--- src/rtl/shift_iter_unit_if.sv ---
// Request/response bundle for shift_iter_unit.
// The master drives the request fields and the slave returns busy, done and dout.
interface shift_iter_unit_if #(
  parameter int unsigned DATA_W = 8,
  parameter int unsigned TOT_W  = 5
);
  logic              start;
  logic [DATA_W-1:0] din;
  logic [TOT_W-1:0]  tot_amt;
  logic              dir;
  logic [1:0]        mode;
  logic              busy;
  logic              done;
  logic [DATA_W-1:0] dout;

  modport master (
    output start, din, tot_amt, dir, mode,
    input  busy, done, dout
  );

  modport slave (
    input  start, din, tot_amt, dir, mode,
    output busy, done, dout
  );
endinterface

--- src/rtl/shift_iter_unit.sv ---
// Multi-cycle shift engine.
// A total shift amount is split into passes of at most 2^STEP_W-1 positions,
// with one barrel-style pass applied per clock. The result is presented on
// dout together with a one-cycle done strobe.
// Optional macro SHIFT_ARITH_EN enables arithmetic right shift for mode 2'b10.
// Without the macro, mode 2'b10 behaves as a logical shift.
module shift_iter_unit #(
  parameter int unsigned DATA_W = 8,
  parameter int unsigned STEP_W = 3,
  parameter int unsigned TOT_W  = 5
) (
  input  logic            clk,
  input  logic            reset,
  shift_iter_unit_if.slave bus
);

  typedef enum logic [1:0] {
    IDLE  = 2'd0,
    SHIFT = 2'd1,
    DONE  = 2'd2
  } state_t;

  localparam logic [TOT_W-1:0] MAX_STEP = TOT_W'((1 << STEP_W) - 1);

  state_t            state, state_next;
  logic [DATA_W-1:0] word, word_next;
  logic [TOT_W-1:0]  remaining, rem_next;
  logic [STEP_W-1:0] step;
  logic              dir_q;
  logic [1:0]        mode_q;
  logic [DATA_W-1:0] dout_q;

  // Apply a single pass of s positions to w.
  function automatic logic [DATA_W-1:0] pass_fn(
    input logic [DATA_W-1:0] w,
    input logic [STEP_W-1:0] s,
    input logic              d,
    input logic [1:0]        m
  );
    logic [2*DATA_W-1:0] dbl;
    logic [DATA_W-1:0]   r;
    if (m == 2'b00) begin
      // Rotate is done on a doubled word so bits shifted out wrap back in.
      dbl = d ? ({w, w} >> s) : ({w, w} << s);
      r   = d ? dbl[DATA_W-1:0] : dbl[2*DATA_W-1:DATA_W];
    end else begin
      r = d ? (w >> s) : (w << s);
    end
`ifdef SHIFT_ARITH_EN
    // The sign bit stays in place on each pass, so every pass fills with the
    // captured MSB.
    if (m == 2'b10 && d) begin
      r = $unsigned($signed(w) >>> s);
    end
`endif
    return r;
  endfunction

  // State register.
  always_ff @(posedge clk) begin
    if (reset) begin
      state <= IDLE;
    end else begin
      state <= state_next;
    end
  end

  // Compute the next state, the step size and the next word/remaining values.
  always_comb begin
    state_next = state;
    word_next  = word;
    rem_next   = remaining;
    step       = (remaining > MAX_STEP) ? MAX_STEP[STEP_W-1:0] : remaining[STEP_W-1:0];
    unique case (state)
      IDLE: begin
        if (bus.start) begin
          word_next  = bus.din;
          rem_next   = bus.tot_amt;
          state_next = (bus.tot_amt == '0) ? DONE : SHIFT;
        end
      end
      SHIFT: begin
        word_next = pass_fn(word, step, dir_q, mode_q);
        rem_next  = remaining - TOT_W'(step);
        if (remaining <= MAX_STEP) begin
          state_next = DONE;
        end
      end
      DONE: begin
        state_next = IDLE;
      end
      default: begin
        state_next = IDLE;
      end
    endcase
  end

  // Datapath registers: working word, remaining count, frozen controls and result.
  always_ff @(posedge clk) begin
    if (reset) begin
      word      <= '0;
      remaining <= '0;
      dir_q     <= 1'b0;
      mode_q    <= '0;
      dout_q    <= '0;
    end else begin
      word      <= word_next;
      remaining <= rem_next;
      if (state == IDLE && bus.start) begin
        dir_q  <= bus.dir;
        mode_q <= bus.mode;
      end
      // Load the result from the word being written on the same edge, so that
      // dout already holds the final value during the DONE cycle.
      if (state_next == DONE && state != DONE) begin
        dout_q <= word_next;
      end
    end
  end

  assign bus.busy = (state != IDLE);
  assign bus.done = (state == DONE);
  assign bus.dout = dout_q;

endmodule

--- src/flat_wrapper.sv ---
// flat-port wrapper written by rule: the top's interface ports become plain ports
module shift_iter_unit_flat 
#(
  parameter int unsigned DATA_W = 8,
  parameter int unsigned STEP_W = 3,
  parameter int unsigned TOT_W  = 5
)
  (clk, reset, bus_start, bus_din, bus_tot_amt, bus_dir, bus_mode, bus_busy, bus_done, bus_dout);
  shift_iter_unit_if #(.DATA_W(DATA_W), .TOT_W(TOT_W)) bus_i ();
  input  logic clk;
  input  logic reset;
  input wire logic [$bits(bus_i.start)-1:0] bus_start;
  input wire logic [$bits(bus_i.din)-1:0] bus_din;
  input wire logic [$bits(bus_i.tot_amt)-1:0] bus_tot_amt;
  input wire logic [$bits(bus_i.dir)-1:0] bus_dir;
  input wire logic [$bits(bus_i.mode)-1:0] bus_mode;
  output wire logic [$bits(bus_i.busy)-1:0] bus_busy;
  output wire logic [$bits(bus_i.done)-1:0] bus_done;
  output wire logic [$bits(bus_i.dout)-1:0] bus_dout;
  assign bus_i.start = bus_start;
  assign bus_i.din = bus_din;
  assign bus_i.tot_amt = bus_tot_amt;
  assign bus_i.dir = bus_dir;
  assign bus_i.mode = bus_mode;
  assign bus_busy = bus_i.busy;
  assign bus_done = bus_i.done;
  assign bus_dout = bus_i.dout;
  shift_iter_unit #(.DATA_W(DATA_W), .STEP_W(STEP_W), .TOT_W(TOT_W)) u_core (.clk(clk), .reset(reset), .bus(bus_i));
endmodule
--- config.mk ---
export PLATFORM = sky130hd
export DESIGN_NAME = shift_iter_unit_flat
export DESIGN_NICKNAME = d
export VERILOG_FILES = /design/src/rtl/shift_iter_unit_if.sv /design/src/rtl/shift_iter_unit.sv /design/src/flat_wrapper.sv
export SDC_FILE = /design/constraint.sdc
export NUM_CORES = 1
export LEC_CHECK = 0
export BUFFER_PORTS_ARGS = -buffer_cell sky130_fd_sc_hd__buf_2
export CORE_AREA = 2 2 82 53
export CTS_BUF_LIST = sky130_fd_sc_hd__clkbuf_4
export CTS_CLUSTER_DIAMETER = 150
export DETAILED_ROUTE_END_ITERATION = 10
export DIE_AREA = 0 0 84 55
export MAX_ROUTING_LAYER = met4
export PLACE_DENSITY = 0.8
export SETUP_SLACK_MARGIN = 0.4
export SLEW_MARGIN = 20
export SYNTH_ARGS = -nofsm -noshare
export SYNTH_HDL_FRONTEND = slang
export SYNTH_SLANG_ARGS = --single-unit
--- constraint.sdc ---
create_clock -name clk -period 4.2 [get_ports clk]
set_input_delay 0.84 -clock clk [delete_from_list [all_inputs] [get_ports clk]]
set_output_delay 0.84 -clock clk [all_outputs]
set_load 0.01 [all_outputs]
# == Word-level counts from Yosys, hierarchy flattened ==
# Cells that the tools add are included.
# totals
register_bits,26
latch_bits,0
ram_bits,0
romBits,0
input_bits,19
wordCells,39
memories,0
# op_classes
n_addsub,1
mul,0
n_div,0
order_cmp,2
eq_ne,5
shifts,4
muxes,13
bitwise,0
reduce_logical,8
# op_table
cell,n
two-way mux 8 bit,4
two-way mux 16 bit,1
case mux 8 bit (2 select lines),1
left shift 16 x 3 -> 16 bit,1
>> shifter 16 x 3 -> 16 bit,1
case mux 5 bit (2 select lines),1
left shift 8 x 3 -> 8 bit,1
>> shifter 8 x 3 -> 8 bit,1
two-way mux 2 bit,3
> comparator 5 x 3 -> 1 bit (second input constant),1
less-or-equal comparator 5 x 3 -> 1 bit (second input constant),1
logical NOT 5 bit,1
two-way mux 5 bit,1
subtractor 5 x 3 -> 5 bit,1
== test 2 bit (second input constant),2
logical NOT 2 bit,2
inequality test 2 bit (second input constant),2
case mux 2 bit (2 select lines),1
nonzero test 2 bit,2
two-way mux 3 bit,1
== test 2 x 1 -> 1 bit (second input constant),1
logical AND 1 bit,2
AND reduction 2 bit,1

# == Longest topological paths before layout ==
# Gate-level depths: netlist of the first run.
# logic_depth
ltp_word,7
depth_mapped,10
mapped_depth_nobuf,7

# == Least setup slack after synthesis of the first run ==
# Ideal clock, no wire load.
# synth_timing
kind,input to register
start,input port bus_start
end,"register u_core.dout_q[6], in the netlist u_core.bus.dout[6]"
setup_ns,0.132
t_arrival_ns,2.159
required_time_ns,4.068
setup_slack_ns,1.909
cell_stages,8
n_path_buf,2
cell_sequence,clkbuf_1 > nor2b_1 > nand2b_1 > clkbuf_1 > nand3_1 > nand2_1 > o311ai_0 > a21oi_1
# synth_via
elab_chain_cells,4
# synth_rtl
element,line,rtl
from (decl),flat_wrapper.sv:12,input wire logic [$bits(bus_i.start)-1:0] bus_start;
two-way mux 2 bit,shift_iter_unit.sv:76,if (bus.start) begin
case mux 2 bit (2 select lines),shift_iter_unit.sv:74,unique case (state)
== test 2 bit,shift_iter_unit.sv:115,if (state_next == DONE && state != DONE) begin
logical AND 1 bit,shift_iter_unit.sv:115,
to (signal assigned),shift_iter_unit.sv:116,dout_q <= word_next;
to (decl),shift_iter_unit.sv:31,logic [DATA_W-1:0] dout_q;
# Several ways; a longest one is shown, not always the timed one.
# A chain may end at the register's enable or synchronous reset.

# == Worst setup path in the final report of the first run ==
# layout_timing
start,register u_core.remaining[4]
end,"register u_core.dout_q[0], in the netlist u_core.bus.dout[0]"
# layout_via
elab_chain_cells,7
# layout_rtl
element,line,rtl
from (decl),shift_iter_unit.sv:27,"logic [TOT_W-1:0] remaining, rem_next;"
from (signal assigned),shift_iter_unit.sv:108,remaining <= rem_next;
> comparator 5 x 3 -> 1 bit,shift_iter_unit.sv:73,step = (remaining > MAX_STEP) ? MAX_STEP[STEP_W-1:0] : remaining[STEP_W-1:0];
two-way mux 3 bit,shift_iter_unit.sv:73,
left shift 16 x 3 -> 16 bit or >> shifter 16 x 3 -> 16 bit (tied branches),shift_iter_unit.sv:44,"dbl = d ? ({w, w} >> s) : ({w, w} << s);"
two-way mux 16 bit,shift_iter_unit.sv:44,
two-way mux 8 bit,shift_iter_unit.sv:45,r = d ? dbl[DATA_W-1:0] : dbl[2*DATA_W-1:DATA_W];
two-way mux 8 bit,shift_iter_unit.sv:42,if (m == 2'b00) begin
case mux 8 bit (2 select lines),shift_iter_unit.sv:74,
# Several ways; a longest one is shown, not always the timed one.

==> results.py, run 1 <==
metrics = {
    "power": {
        "cellLeakagePower_nw": 0.870,
        "irDropWorstVdd_mv": 0.290,
        "power.density_nw_per_um2": 381,
        "power_w": 0.000873,
    },
    "timing": {
        "setup_slack_ns": 1.15,
        "rsz0062_at_grt": "no",
        "skew_ns": 0.00421,
        "setup_tns_ns": 0,
        "finalHoldViolations": 0,
        "fin_crit_ns": 3.05,
        "fmax_ghz": 0.328,
        "fin_crit_sh_pct": 72.6,
        "maxSlewViolCount": 0,
        "setup_viol": 0,
        "worst_pin_slew_ns": 1.05,
        "timing.slew.headroom_pct": 29.2,
    },
    "clocking": {
        "h-tree-depth": 1,
        "cts_tree": "yes",
        "cts_made_buffers": 3,
        "cts_resized": 0,
        "cts_hold_buffers": 0,
        "post_cts_buffers": 0,
        "cts.path.max_buffers": 2,
        "clk_pin_slew_ns": 0.14,
        "cts-root-buf": "clkbuf_4",
        "clk_latency_ns": 0.32,
        "cts.sinks": 26,
    },
    "floorplan": {
        "ios": 29,
        "initial_core_util_pct": 56.9,
        "core-area_sq_um": 3900,
        "fp-row-count": 18,
        "dieHeight_um": 55,
        "fp.dieW_um": 84,
        "die_area_sq_um": 4620,
    },
    "setup_path": {
        "critPathKind": "reg -> reg",
        "crit_path_end_kind": "register",
        "startpoint_type": "register",
        "crit_path_max_incr_delay_ns": 0.85,
        "worst_path_max_delay_cell": "nor2_1",
        "crit_required_ns": 4.41,
        "critPathArrivalTime_ns": 3.26,
        "crit_chain": "nor2_1, a32oi_1, nor2_1, o21ai_0, o21ai_0, a21oi_1",
        "path_max_fanout": 18,
    },
    "finish": {
        "drive_gt1_share_pct": 13.8,
        "design_area_sq_um": 2290,
        "fin_cells": 362,
        "nets": 334,
        "multi_input_area_sq_um": 1520,
        "antenna_cells": 0,
        "layout_common_cells": "nand2_1 (36), nor2_1 (28), buf_2 (28)",
        "regArea_sq_um": 520,
        "fillers": 379,
        "area_delta_synth_final_pct": 3.44,
        "final_common_cell": "nand2_1",
    },
    "logic_synthesis": {
        "avgSynthCellArea_sq_um": 7.10,
        "synth_seq_cells": 26,
        "synth_area_sq_um": 2220,
        "ys.flop_type": "dfxtp_1",
        "yosysWarningCount": 0,
        "async_flop_share_pct": 0,
        "synth_edf_count": 0,
        "synth.distinct_cells": 62,
        "synthCells": 312,
        "syn-num-nets": 332,
        "yosysSeqAreaShare_pct": 23.5,
    },
    "detailed_routing": {
        "wl_met1_um": 3170,
        "drt_iter0_drc": 371,
        "wl_per_cell_um": 20.2,
        "route.met2.wl_um": 2910,
        "top_layer": "met4",
        "antenna_left": 0,
        "wl_um": 7320,
        "drc_errors": 0,
        "via_count": 2577,
        "dr.pass1.iters": 6,
        "met3WireLength_um": 1070,
        "vias_per_cell": 7.12,
    },
    "grt": {
        "grt_max_degree": 28,
        "grt_pass1_vias": 2264,
        "globalRouteOverflowTotal": 0,
        "grt_pass1_wl_um": 11600,
        "antenna_found_initial": 0,
        "grtUsageTotal_pct": 33.4,
    },
    "place": {
        "routabilityCongestion": 1.02,
        "dp_slack_ns": 1.25,
        "dpl_cell_area_sq_um": 2270,
        "dp_hpwl_um": 5420,
        "placed_cells": 359,
        "port_buffers": 28,
    },
    "worst_hold_path": {
        "hp-class": "reg -> reg",
    },
    "flow_run": {
        "maxCapViolCount": 0,
    },
    "status": {
        "status": "completed",
    },
}
registers in the layout (all words and copies together), names as in the netlist:
register	count
u_core.dir_q	1
u_core.word	8
u_core.state	2
u_core.bus.dout	8
u_core.mode_q	2
u_core.remaining	5
layer usage:
metal | track usage [%] | up-vias
met3 | 10.4 | 32
li1 | - | 1172
met4 | 6.72 | 0
met2 | 48.8 | 209
met5 | - | -
met1 | 45.8 | 1164
metrics by stage:
| stage | util [%] | hold slack [ns] |
|---|---|---|
| 6_report | 58.8 | 0.478 |
| 5_1_grt | 58.8 | 0.511 |
| 4_1_cts | 58.8 | 0.479 |
| 3_5_place_dp | 58.3 | 0.459 |
| 3_3_place_gp | 58.3 | 0.459 |
| 2_1_floorplan | - | 0.474 |
Yosys cell counts (7+ instances only):
master / n / share of area (%)
a211oi_1: 8 / 2.7
a21oi_1: 21 / 4.7
buf_2: 11 / 2.5
clkbuf_1: 16 / 2.7
dfxtp_1: 26 / 23
nand2_1: 36 / 6.1
nand2b_1: 11 / 3.1
nand3_1: 15 / 3.4
nor2_1: 28 / 4.7
nor2b_1: 12 / 3.4
nor3_1: 8 / 1.8
nor4_1: 7 / 2.0
o21ai_0: 21 / 4.7
power breakdown:
part / total, W / internal (W) / switching [W]
clock: 0.000107 / 0.0000337 / 0.0000738
sequential: 0.000351 / 0.000273 / 0.0000777
combinational: 0.000415 / 0.000160 / 0.000255
total: 0.000873 / 0.000467 / 0.000406
worst paths after layout:
kind	start	end	slack [ns]	cells after the start
setup / recovery	u_core.remaining[4]	u_core.bus.dout[0]	1.15	6
hold / removal	u_core.bus.dout[6]	u_core.bus.dout[6]	0.48	2
setup reg to reg	u_core.remaining[4]	u_core.bus.dout[0]	1.15	6
hold reg to reg	u_core.bus.dout[6]	u_core.bus.dout[6]	0.48	2
logic make-up after synthesis:
family | count (synthesis) | synth area share (%)
AND/OR/NAND/NOR | 142 | 32.9
buffers and inverters | 37 | 7.90
AO/OA/AOI/OAI | 102 | 32.7
adder cells (fa/ha/maj) | 1 | 0.565
multiplexers | 4 | 2.43
flip-flops | 26 | 23.5
area by class of cell:
cell class | instances | area share, %
inverter | 5 | 0.819
multi-input combinational | 249 | 66.3
timing repair buffer | 29 | 6.44
tap | 50 | 2.73
clock buffer | 3 | 0.983
sequential | 26 | 22.7
critical path: cells and delay by family, from the launching register on:
family,cells,cell delay [ns]
simple gates,2,1.62
flops,1,0.56
compound gates,4,0.76
(Power assumes the default switching activity.)
==> run 2, diff against run 1 <==
--- a/config.mk
+++ b/config.mk
@@ -6,13 +6,13 @@
 export NUM_CORES = 1
 export LEC_CHECK = 0
 export BUFFER_PORTS_ARGS = -buffer_cell sky130_fd_sc_hd__buf_2
-export CORE_AREA = 2 2 82 53
+export CORE_AREA = 2 2 86 55
 export CTS_BUF_LIST = sky130_fd_sc_hd__clkbuf_4
 export CTS_CLUSTER_DIAMETER = 150
 export DETAILED_ROUTE_END_ITERATION = 10
-export DIE_AREA = 0 0 84 55
+export DIE_AREA = 0 0 88 57
 export MAX_ROUTING_LAYER = met4
-export PLACE_DENSITY = 0.8
+export PLACE_DENSITY = 0.77
 export SETUP_SLACK_MARGIN = 0.4
 export SLEW_MARGIN = 20
 export SYNTH_ARGS = -nofsm -noshare
==> constraint.sdc (replaced) <==
create_clock -name clk -period 2.55 [get_ports clk]
set_input_delay 0.51 -clock clk [delete_from_list [all_inputs] [get_ports clk]]
set_output_delay 0.51 -clock clk [all_outputs]
set_load 0.01 [all_outputs]
==> run 2 against run 1 <==
Setup slack worse by 0.69 ns. Sequential power is 53% higher. Non-clock buffer count grew 26. Critical path depth grew 1. Die area grew 8.6%. First-iteration DRC count down 11%. Routed wire length grew 2.7%. Maximum frequency increased by 46%. Core utilization increased by 1.8 points.
==> results.py, run 2 (synthesized netlist as in run 1, its figures left out) <==
metrics = {
    "status": {
        "status": "completed",
    },
    "finish": {
        "drive_gt1_share_pct": 24.2,
        "final_core_util_pct": 60.7,
        "fin_cells": 402,
        "fillers": 397,
        "nets": 360,
        "layout_common_cells": "nand2_1 (36), buf_2 (28), nor2_1 (27)",
        "area_delta_synth_final_pct": 17.8,
        "design_area_sq_um": 2610,
        "antenna_cells": 0,
        "final_common_cell": "nand2_1",
    },
    "worst_hold_path": {
        "hp-class": "in -> reg",
    },
    "floorplan": {
        "dieHeight_um": 57,
        "ios": 29,
        "fp-row-count": 19,
        "core-area_sq_um": 4300,
        "initial_core_util_pct": 51.5,
        "die_area_sq_um": 5020,
        "fp.dieW_um": 88,
    },
    "grt": {
        "grt_pass1_vias": 2265,
        "antenna_found_initial": 0,
        "grtUsageTotal_pct": 31.0,
        "globalRouteOverflowTotal": 0,
        "grt_pass1_wl_um": 11600,
        "grt_max_degree": 28,
    },
    "place": {
        "routabilityCongestion": 1.07,
        "port_buffers": 28,
        "dp_hpwl_um": 5630,
        "placed_cells": 395,
        "dpl_cell_area_sq_um": 2460,
    },
    "timing": {
        "fin_crit_sh_pct": 82.0,
        "worst_pin_slew_ns": 0.563,
        "setup_tns_ns": 0,
        "maxSlewViolCount": 0,
        "setup_viol": 0,
        "finalHoldViolations": 0,
        "timing.slew.headroom_pct": 62.2,
        "fin_crit_ns": 2.09,
        "skew_ns": 0.00207,
        "rsz0062_at_grt": "yes",
        "fmax_ghz": 0.478,
        "whs_ns": 0.393,
    },
    "setup_path": {
        "rr_endpoint": "u_core.bus.dout[3]",
        "endpoint": "u_core.bus.dout[3]",
        "crit_path_end_kind": "register",
        "crit_required_ns": 2.77,
        "critPathKind": "reg -> reg",
        "path_max_fanout": 9,
        "reg2regPathDepth": 7,
        "rrSetupSlack_ns": 0.46,
        "critPathArrivalTime_ns": 2.31,
        "startpoint_type": "register",
        "crit_path_start": "u_core.remaining[4]",
        "r2r_start": "u_core.remaining[4]",
    },
    "power": {
        "power.density_nw_per_um2": 612,
        "irDropWorstVdd_mv": 0.380,
        "cellLeakagePower_nw": 1.03,
    },
    "clocking": {
        "cts_tree": "yes",
        "clk_latency_ns": 0.33,
        "h-tree-depth": 1,
        "cts.sinks": 26,
        "cts-root-buf": "clkbuf_4",
        "cts.path.max_buffers": 2,
        "cts_made_buffers": 3,
        "clk_pin_slew_ns": 0.14,
    },
    "detailed_routing": {
        "vias_per_cell": 6.63,
        "wl_um": 7520,
        "drc_errors": 0,
        "drt_iter0_drc": 330,
        "wl_per_cell_um": 18.7,
        "dr.pass1.iters": 5,
        "antenna_left": 0,
        "via_count": 2666,
    },
    "flow_run": {
        "maxCapViolCount": 0,
    },
}
## run 2: metal layers
metal  up-vias  GRT usage [%]  wire (um)
met3        23           9.99       1010
met2       187           39.0       2930
li1       1226              -          -
met1      1230           45.7       3430
met5         -              -          0
met4         0           10.3        155
## run 2: how the worst min path moves through the flow
stage | from | end | slack, ns | depth (start not counted)
2_1_floorplan | u_core.mode_q[0] | u_core.mode_q[0] | 0.47 | 2
3_3_place_gp | u_core.bus.dout[6] | u_core.bus.dout[6] | 0.45 | 2
3_5_place_dp | u_core.bus.dout[6] | u_core.bus.dout[6] | 0.45 | 2
4_1_cts | bus_dir | u_core.dir_q | 0.39 | 3
5_1_grt | bus_mode[1] | u_core.mode_q[1] | 0.39 | 3
6_report | bus_dir | u_core.dir_q | 0.39 | 3
## run 2: cell type report
class	instances	area [sq um]	area share [%]
Sequential cell	26	528	20.2
Clock buffer	3	22.5	0.863
Clock inverter	1	3.75	0.144
Multi-Input combinational cell	249	1600	61.5
Timing Repair Buffer	55	354	13.6
Tap cell	63	78.8	3.02
Inverter	5	18.8	0.719
## run 2: power by group
| group | total (W) | internal, W | switching, W |
|---|---|---|---|
| clock network | 0.000183 | 0.0000577 | 0.000125 |
| logic | 0.000879 | 0.000359 | 0.000520 |
| registers | 0.000536 | 0.000452 | 0.0000843 |
## run 2: what timing repair did
item,4_1_cts,5_1_grt
hold buffers,0,0
pin swaps,0,8
setup buffers,0,3
endpoints found under the setup margin,5,12
resized for setup,6,17
## run 2: through the flow
stage,worst slack (ns),total power [W]
6_report,0.459,0.00160
4_1_cts,0.412,0.00152
2_1_floorplan,0.589,0.00107
3_3_place_gp,0.286,0.00132
5_1_grt,0.379,0.00168
3_5_place_dp,0.349,0.00131
## run 2: critical path, stage by stage (launching register included)
cell,delay (ns)
dfxtp_4,0.40
buf_4,0.18
nor4_2,0.34
o21ai_0,0.17
o2111a_1,0.16
a2111o_1,0.42
a32oi_2,0.21
a211oi_1,0.10
==> run 3, diff against run 2 <==
--- a/config.mk
+++ b/config.mk
@@ -5,12 +5,13 @@
 export SDC_FILE = /design/constraint.sdc
 export NUM_CORES = 1
 export LEC_CHECK = 0
+export ABC_AREA = 1
 export BUFFER_PORTS_ARGS = -buffer_cell sky130_fd_sc_hd__buf_2
-export CORE_AREA = 2 2 86 55
+export CORE_AREA = 2 2 82 53
 export CTS_BUF_LIST = sky130_fd_sc_hd__clkbuf_4
 export CTS_CLUSTER_DIAMETER = 150
 export DETAILED_ROUTE_END_ITERATION = 10
-export DIE_AREA = 0 0 88 57
+export DIE_AREA = 0 0 84 55
 export MAX_ROUTING_LAYER = met4
 export PLACE_DENSITY = 0.77
 export SETUP_SLACK_MARGIN = 0.4
==> constraint.sdc (replaced) <==
create_clock -name clk -period 1.9 [get_ports clk]
set_input_delay 0.38 -clock clk [delete_from_list [all_inputs] [get_ports clk]]
set_output_delay 0.38 -clock clk [all_outputs]
set_load 0.01 [all_outputs]
==> run 3 against run 2 <==
Non-clock buffer count is 3 lower. Register-to-register slack lost 0.33 ns. Critical endpoint is now u_core.bus.dout[7]. Area after synthesis decreased by 9.1%. Critical path depth increased by 8. Largest cell class unchanged. Routed wire length down 8.7%. Global-route usage shrank 0.48 points.
==> results.py, run 3 <==
metrics = {
    "timing": {
        "rsz0062_at_grt": "yes",
        "worst_pin_slew_ns": 0.500,
        "setup_viol": 0,
        "timing.slew.headroom_pct": 66.2,
        "fin_crit_ns": 1.78,
        "fmax_ghz": 0.563,
        "setup_tns_ns": 0,
        "skew_ns": 0.0222,
        "fin_crit_sh_pct": 93.4,
        "finalHoldViolations": 0,
        "maxSlewViolCount": 0,
    },
    "place": {
        "dp_hpwl_um": 4690,
        "port_buffers": 28,
        "routabilityCongestion": 0.970,
    },
    "logic_synthesis": {
        "synth.distinct_cells": 29,
        "synth.most_common_cell": "nand2_1",
        "synth-adder-area-share_pct": 0.622,
        "yosysWarningCount": 0,
        "avgSynthCellArea_sq_um": 5.70,
        "synth_top_cells_by_count": "nand2_1 (114), nand3_1 (67), inv_1 (47), dfxtp_1 (26), nor2_1 (23)",
        "ys.flop_type": "dfxtp_1",
        "synth_top_family_by_area": "simple AND/OR/NAND/NOR gates",
        "synth_compound_area_share_pct": 13.2,
        "synthSimpleGateAreaFrac_pct": 46.4,
        "yosysSeqAreaShare_pct": 25.9,
        "synth_area_leaders": "dfxtp_1 (26%), nand2_1 (21%), nand3_1 (17%)",
        "synth_mux_area_share_pct": 0,
        "synthCells": 353,
        "async_flop_share_pct": 0,
        "synth_top_cell_by_area": "dfxtp_1",
        "synth_edf_count": 0,
        "synth_area_sq_um": 2010,
        "synthXorXnorAreaFrac_pct": 0.870,
        "synth_seq_cells": 26,
        "syn-num-nets": 373,
        "yosysTopAreaCellShare_pct": 25.9,
    },
    "power": {
        "switchingPower_w": 0.00123,
        "clock_power_share_pct": 10.1,
        "p_comb_share_pct": 63.4,
        "swShare_pct": 49.5,
        "power_w": 0.00248,
        "power_frac_seq_pct": 26.5,
        "intPower_w": 0.00126,
        "power.density_nw_per_um2": 939,
        "irDropWorstVdd_mv": 0.506,
        "cellLeakagePower_nw": 1.41,
    },
    "grt": {
        "antenna_found_initial": 0,
        "grtUsageTotal_pct": 30.5,
        "grt_max_degree": 17,
        "grt_use_met1_pct": 40.5,
        "globalRouteOverflowTotal": 0,
        "gr-max-usage-layer": "met2",
        "grt_pass1_vias": 2270,
        "grt_pass1_wl_um": 10700,
        "grt_use_met3_pct": 8.01,
        "grtUsageMet2_pct": 45.9,
    },
    "setup_path": {
        "cp_num_buf_inv": 3,
        "crit_chain": "nor2_4, buf_8, nand2_8, nand2_4, buf_4, nand3_1, nand2_2, nand2_1, nand3_1, nand2_1, nand2_1, nand2_1, nand3_1, nand2_1, inv_1",
        "path_max_fanout": 6,
        "crit_path_max_incr_delay_ns": 0.37,
        "crit_path_end_kind": "register",
        "critPathArrivalTime_ns": 2.08,
        "cp_common_cell": "nand2_1",
        "crit_required_ns": 2.21,
        "worst_path_max_delay_cell": "dfxtp_2",
        "cp_top_family": "simple AND/OR/NAND/NOR gates",
        "startpoint_type": "register",
        "critPathKind": "reg -> reg",
    },
    "clocking": {
        "cts_hold_buffers": 0,
        "h-tree-depth": 1,
        "cts.sinks": 26,
        "cts_made_buffers": 3,
        "clk_pin_slew_ns": 0.16,
        "cts-root-buf": "clkbuf_4",
        "cts_tree": "yes",
        "clk_latency_ns": 0.34,
        "cts.path.max_buffers": 2,
    },
    "finish": {
        "nets": 419,
        "drive_gt1_share_pct": 30.0,
        "layout_common_cells": "nand2_1 (92), nand3_1 (55), inv_1 (41)",
        "antenna_cells": 0,
        "area_delta_synth_final_pct": 31.4,
        "final_common_cell": "nand2_1",
        "fillers": 345,
    },
    "detailed_routing": {
        "vias_per_cell": 5.78,
        "wl_um": 6870,
        "antenna_left": 0,
        "drc_errors": 0,
        "via_count": 2584,
        "wl_per_cell_um": 15.4,
        "dr.pass1.iters": 5,
        "drt_iter0_drc": 256,
    },
    "floorplan": {
        "fp.dieW_um": 84,
        "core-area_sq_um": 3900,
        "fp-row-count": 18,
        "initial_core_util_pct": 51.7,
        "dieHeight_um": 55,
        "die_area_sq_um": 4620,
        "ios": 29,
    },
    "status": {
        "status": "completed",
    },
    "flow_run": {
        "maxCapViolCount": 0,
    },
    "worst_hold_path": {
        "hp-class": "in -> reg",
    },
}
run 3: cell types whose count changed in the layout (fill, tap and decap cells not counted), sizes merged, moves of 8 or more:
cell,delta
nand3,+52
nand2b,-11
nand2,+83
a211oi,-9
nor2b,-12
nor3,-8
inv,+42
run 3: layer usage:
layer  wire [um]  part of all wire, %
met1        3080                   45
met2        2890                   42
met3         735                   11
met4         161                  2.3
met5           0                    0
run 3: final cells by class:
cell class                 instances  area [sq um]  share of cell area (%)
timing repair buffer              52           364                    13.8
clock buffer                       3          22.5                   0.851
inverter                          50           200                    7.57
tap                               50          62.6                    2.36
sequential                        26           529                    20.0
multi-input combinational        266          1470                    55.5
run 3: worst min-delay path, stage by stage:
cell    delay, ns
buf_2        0.07
nor2_1       0.03
nor2_1       0.08
run 3: power by group through the flow:
stage / clock network [W] / registers [W] / logic (W)
floorplan: 0 / 0.000659 / 0.000860
global placement: 0 / 0.000657 / 0.00115
detailed placement: 0 / 0.000659 / 0.00114
CTS: 0.000243 / 0.000653 / 0.00135
global route: 0.000259 / 0.000663 / 0.00172
finish: 0.000251 / 0.000658 / 0.00158
run 3: timing repair:
item | CTS | global route
pin swaps | 3 | 13
endpoints found under the setup margin | 17 | 22
buffers inserted | 7 | 4
resized for setup | 49 | 30
gates cloned | 2 | 0
endpoints found under the hold margin | 0 | 0
run 3: cell families (layout without fill, tap and decap cells):
group | count (synthesis) | after routing
AO/OA/AOI/OAI | 47 | 47
XOR/XNOR | 2 | 2
AND/OR/NAND/NOR | 215 | 216
flip-flops | 26 | 26
adder cells (fa/ha/maj) | 1 | 1
buffers and inverters | 62 | 105
run 3: path summary, 6_finish.rpt:
path | slack [ns] | end | from | depth (start not counted)
setup / recovery | 0.12 | u_core.bus.dout[7] | u_core.remaining[4] | 15
setup reg to reg | 0.12 | u_core.bus.dout[7] | u_core.remaining[4] | 15
hold / removal | 0.24 | u_core.mode_q[1] | bus_mode[1] | 3
hold reg to reg | 0.48 | u_core.remaining[2] | u_core.remaining[2] | 2
run 3: stage by stage:
stage	std cells	cell area [sq um]	utilization, %	hold slack [ns]	worst slack (ns)
floorplan	353	2010	-	0.444	0.411
global placement	431	2230	57.3	0.456	0.0509
detailed placement	431	2230	57.3	0.465	0.0575
CTS	443	2510	64.4	0.262	0.219
global route	447	2650	67.9	0.313	0.0299
finish	447	2650	67.9	0.243	0.125
